===== config.mk =====
export PLATFORM = sky130hd
export DESIGN_NAME = riscv_perf_monitor
export DESIGN_NICKNAME = d
export VERILOG_FILES = /design/src/rtl/riscv_perf_pkg.sv /design/src/rtl/riscv_perf_monitor_counter.sv /design/src/rtl/riscv_perf_monitor.sv
export SDC_FILE = /design/constraint.sdc
export NUM_CORES = 1
export LEC_CHECK = 0
export BUFFER_PORTS_ARGS = -buffer_cell sky130_fd_sc_hd__buf_2
export CAP_MARGIN = 15
export CELL_PAD_IN_SITES_DETAIL_PLACEMENT = 2
export CELL_PAD_IN_SITES_GLOBAL_PLACEMENT = 2
export CORE_MARGIN = 1
export CORE_UTILIZATION = 27
export DETAILED_ROUTE_END_ITERATION = 10
export GPL_TIMING_DRIVEN = 0
export PLACE_DENSITY = 0.86
export REMOVE_ABC_BUFFERS = 1
export SLEW_MARGIN = 20
export SYNTH_ARGS = -nofsm -noshare
export SYNTH_HDL_FRONTEND = slang
export SYNTH_HIERARCHICAL = 1
export SYNTH_SLANG_ARGS = --single-unit
export TNS_END_PERCENT = 50

===== constraint.sdc =====
create_clock -name CLOCK_50 -period 2.02 [get_ports CLOCK_50]
set_clock_uncertainty 0.1 [all_clocks]
set_input_delay 0.404 -clock CLOCK_50 [delete_from_list [all_inputs] [get_ports CLOCK_50]]
set_output_delay 0.404 -clock CLOCK_50 [all_outputs]
set_load 0.05 [all_outputs]

===== src/rtl/riscv_perf_pkg.sv =====
// Shared constants for the RISC-V run-control / performance monitor.
// State encoding, default halt instruction and default counter width.
package riscv_perf_pkg;

    localparam int PERF_CNT_W = 16;

    localparam logic [31:0] PERF_HALT_INSTR = 32'h0010_0073;

    typedef enum logic [1:0] {
        PS_IDLE = 2'd0,
        PS_RUN  = 2'd1,
        PS_DONE = 2'd2
    } perf_state_e;

endpackage


===== src/rtl/riscv_perf_monitor_counter.sv =====
// Saturating up-counter: async reset, sync clear, increment enable.
// sat_hit flags an increment attempted while already at all-ones.
module perf_sat_counter #(
    parameter int W = 16
) (
    input  logic         clk,
    input  logic         rst,
    input  logic         clr,
    input  logic         inc,
    output logic [W-1:0] count,
    output logic         sat_hit
);

    logic at_max;

    assign at_max  = &count;
    assign sat_hit = inc && at_max;

    always_ff @(posedge clk or posedge rst) begin
        if (rst) begin
            count <= '0;
        end else if (clr) begin
            count <= '0;
        end else if (inc && !at_max) begin
            count <= count + 1'b1;
        end
    end

endmodule


===== src/rtl/riscv_perf_monitor.sv =====
// Run control, halt detection and cycle/instruction counting for the core.
// Optional watchdog compiled in with `define PERF_WATCHDOG_EN.
module riscv_perf_monitor
    import riscv_perf_pkg::*;
#(
    parameter int          CNT_W           = PERF_CNT_W,
    parameter logic [31:0] HALT_INSTR      = PERF_HALT_INSTR,
    parameter int          WATCHDOG_CYCLES = 1000
) (
    input  logic             CLOCK_50,
    input  logic             reset,
    input  logic             start,
    input  logic             retire,
    input  logic [31:0]      retire_instr,
    output logic             done,
    output logic [CNT_W-1:0] clock_count,
    output logic [CNT_W-1:0] instr_cnt,
    output logic             cnt_ovf,
    output logic             timeout
);

    perf_state_e state, state_nxt;

    logic halt;
    logic wd_fire;
    logic run_edge;
    logic restart;
    logic sat_clk;
    logic sat_ins;
    logic done_r;
    logic ovf_r;

    assign halt     = retire && (retire_instr == HALT_INSTR);
    assign run_edge = (state == PS_RUN) && !wd_fire;
    assign restart  = start && (state != PS_RUN);

`ifdef PERF_WATCHDOG_EN
    logic timeout_r;

    assign wd_fire = (state == PS_RUN) && !halt &&
                     (32'(clock_count) == 32'(WATCHDOG_CYCLES));

    always_ff @(posedge CLOCK_50 or posedge reset) begin
        if (reset) begin
            timeout_r <= 1'b0;
        end else if (restart) begin
            timeout_r <= 1'b0;
        end else if (wd_fire) begin
            timeout_r <= 1'b1;
        end
    end

    assign timeout = timeout_r;
`else
    // Watchdog compiled out: the limit is unused and never fires.
    assign wd_fire = (WATCHDOG_CYCLES < 0);
    assign timeout = 1'b0;
`endif

    perf_sat_counter #(.W(CNT_W)) u_clk_cnt (
        .clk     (CLOCK_50),
        .rst     (reset),
        .clr     (restart),
        .inc     (run_edge),
        .count   (clock_count),
        .sat_hit (sat_clk)
    );

    perf_sat_counter #(.W(CNT_W)) u_ins_cnt (
        .clk     (CLOCK_50),
        .rst     (reset),
        .clr     (restart),
        .inc     (run_edge && retire),
        .count   (instr_cnt),
        .sat_hit (sat_ins)
    );

    always_comb begin
        state_nxt = state;
        unique case (state)
            PS_IDLE: if (start)           state_nxt = PS_RUN;
            PS_RUN:  if (halt || wd_fire) state_nxt = PS_DONE;
            PS_DONE: if (start)           state_nxt = PS_RUN;
            default:                      state_nxt = PS_IDLE;
        endcase
    end

    always_ff @(posedge CLOCK_50 or posedge reset) begin
        if (reset) begin
            state  <= PS_IDLE;
            done_r <= 1'b0;
            ovf_r  <= 1'b0;
        end else begin
            state  <= state_nxt;
            done_r <= (state_nxt == PS_DONE);
            if (restart) begin
                ovf_r <= 1'b0;
            end else if (sat_clk || sat_ins) begin
                ovf_r <= 1'b1;
            end
        end
    end

    assign done    = done_r;
    assign cnt_ovf = ovf_r;

endmodule

==> flow_metrics.env <==
export IMPL_ys_dominant_reg_cell="dfrtp_1"
export IMPL_vias_per_cell=5.41
export IMPL_num_rows=32
export IMPL_cts_tree="yes"
export IMPL_drtIter0Drc=51
export IMPL_grt_pass1_wl_um=12100
export IMPL_numCtsBuffers=5
export IMPL_vias=2309
export IMPL_grt_pass1_vias=2530
export IMPL_n_antenna_cell=0
export IMPL_power_density_nw_per_um2=651
export IMPL_multiInputGateArea_um2=1360
export IMPL_synth_edf_count=0
export IMPL_drive_gt1_frac=0.385
export IMPL_synth_area_leaders="dfrtp_1 41%, a21oi_1 5.4%, nand4_1 3.4%, nor2_1 3.0%, o31ai_1 3.0%"
export IMPL_avgSynthCellArea_um2=9.21
export IMPL_clockRootBuffer="clkbuf_8"
export IMPL_fin_util=0.381
export IMPL_dieHeight_um=92.7
export IMPL_status="finished clean"
export IMPL_setup_viol=0
export IMPL_grt_max_degree=23
export IMPL_syn_area_um2=2220
export IMPL_fin_hold_ws_ns=0.265
export IMPL_drcViolationCount=0
export IMPL_dpl_cell_area_um2=2680
export IMPL_cp_cell_sequence="nand2b_4, inv_6, and2_4, and3_2, and3_4, nand4b_1, mux2_1"
export IMPL_p_total_mw=1.94
export IMPL_seq_area_frac_synth=0.406
export IMPL_io_pins=71
export IMPL_cap_violations=0
export IMPL_start_kind="flip-flop"
export IMPL_start_util=0.283
export IMPL_die_area_um2=8590
export IMPL_portBuffers=69
export IMPL_cp_slowest_cell="dfrtp_1"
export IMPL_routedWlPerCell_um=16.9
export IMPL_yosys_warnings=6
export IMPL_htree_levels=2
export IMPL_endpoint_kind="flip-flop"
export IMPL_period_needed_ns=1.96
export IMPL_clk_pin_slew_ns=0.07
export IMPL_coreArea_um2=7850
export IMPL_cts_max_path_buffers=2
export IMPL_drtAntennaViolNets=0
export IMPL_overflow=0
export IMPL_fmax_ghz=0.511
export IMPL_clk_latency_ns=0.29
export IMPL_gp_congestion=0.743
export IMPL_ys_ff_latch=36
export IMPL_syn_instance_count=241
export IMPL_cts_sinks=36
export IMPL_first_pass_iters=4
export IMPL_synth_top_area_share=0.406
export IMPL_crit_arrival_ns=2.04
export IMPL_syn_to_final_growth_pct=34.6
export IMPL_nNetsFinal=363
export IMPL_fillers=900
export IMPL_synthTopCellsByCount="36 x dfrtp_1, 24 x a21oi_1, 18 x nor2_1, 14 x nand2_1, 12 x nand4_1"
export IMPL_worstSetupPathType="reg -> reg"
export IMPL_yosysMostFrequentCell="dfrtp_1"
export IMPL_antenna_found_initial=0
export IMPL_slew_headroom=0.542
export IMPL_critical_path_max_stage_delay_ns=0.40
export IMPL_instances_no_fill=427
export IMPL_fin_area_um2=2990
export IMPL_dp_cells=405
export IMPL_ir_drop_uv=250
export IMPL_p_leak_nw=1.33
export IMPL_synthDistinctLibCells=47
export IMPL_dieWidth_um=92.7
export IMPL_rsz0062_at_grt="true"
export IMPL_regArea_um2=903
export IMPL_synth_async_sr_flop_share=1.00
export IMPL_place_hpwl_um=5140
export IMPL_critical_path_max_fanout=7
export IMPL_routed_wl_um=7230
export IMPL_worst_pin_slew_ns=0.686
export IMPL_grt_use_total=0.177
export IMPL_slew_viol_final=0
export IMPL_cp_required_ns=2.10
export IMPL_hold_viol_final=0
export IMPL_hp_class="in -> reg"
export IMPL_yosysTopAreaCell="dfrtp_1"
export IMPL_finalCritPeriodShare=0.969
cell usage in the layout, fill, tap and decap left out, types with 7 or more instances in the layout:
| master | Yosys | layout |
|---|---|---|
| nand3_1 | 8 | 7 |
| nand4_1 | 12 | 12 |
| o31ai_1 | 9 | 9 |
| nor2b_1 | 10 | 10 |
| dfrtp_1 | 36 | 34 |
| a21oi_1 | 24 | 23 |
| nor2_1 | 18 | 18 |
| o21ai_0 | 10 | 10 |
| buf_4 | 1 | 14 |
| buf_2 | 1 | 69 |
| nand2_1 | 14 | 14 |
sequential cells by signal, summed over array words and instances (netlist names):
register and count:
u_ins_cnt/count 16, done 1, u_clk_cnt/count 16, state 2, cnt_ovf 1
worst paths after layout:
kind / startpoint / to / slack (ns) / depth (start not counted)
worst max-delay path: state[1]$_DFF_PP0_ / u_ins_cnt/count[13]$_DFFE_PP0P_ / 0.06 / 7
worst min-delay path: start / state[0]$_DFF_PP0_ / 0.26 / 3
worst max register to register: state[1]$_DFF_PP0_ / u_ins_cnt/count[13]$_DFFE_PP0P_ / 0.06 / 7
worst min register to register: cnt_ovf$_DFFE_PP0P_ / cnt_ovf$_DFFE_PP0P_ / 0.45 / 2
max in group asynchronous: reset / u_clk_cnt/count[2]$_DFFE_PP0P_ / 0.68 / 3
min in group asynchronous: reset / done$_DFF_PP0_ / 0.47 / 3
timing repair:
item,4_1_cts,5_1_grt
hold buffers,1,0
gates resized for setup,18,10
cloned,0,0
hold endpoints to repair,4,0
buffers inserted,6,8
endpoints found under the setup margin,24,14
pin swaps,4,5
logic make-up after synthesis:
logic type,share of synthesized area
and+or+nand+nor,0.365
adders and majority gates,0.0113
other,0.00169
DFF,0.406
muxes,0.0496
AOI/OAI and AO/OA,0.135
buffers and inverters,0.0310
layout make-up:
type,count,share of cell area
clock buffer,6,0.0243
multi-input combinational,190,0.455
inverter,7,0.0105
sequential,36,0.302
tap,102,0.0427
clock inverter,1,0.00168
timing repair buffer,85,0.163
worst max-delay path: cells and delay by family, from the launching register on:
kind                   cells  cell delay (ns)
DFF                        1             0.40
and+or+nand+nor            5             0.93
buffers and inverters      1             0.08
muxes                      1             0.33
report_power, final:
group | internal [mW] | switching (mW) | total, mW
combinational | 0.174 | 0.385 | 0.559
sequential | 0.783 | 0.0957 | 0.879
clock | 0.235 | 0.270 | 0.505
metal layers:
layer | GRT usage | vias to the layer above | share of wire
met3 | 0.0312 | 8 | 0.039
met1 | 0.211 | 1165 | 0.44
li1 | - | 1079 | -
met2 | 0.323 | 57 | 0.51
met5 | 0 | - | 0
met4 | 0.0538 | 0 | 0.011
through the flow:
step / TNS (ns) / setup WS [ns]
finish: 0 / 0.0628
global route: -0.0936 / -0.0350
CTS: -0.000456 / -0.000456
detailed placement: -4.03 / -0.411
global placement: -6.85 / -0.374
floorplan: -1.21 / -0.196
No activity file was read; power rests on OpenSTA's default activity.
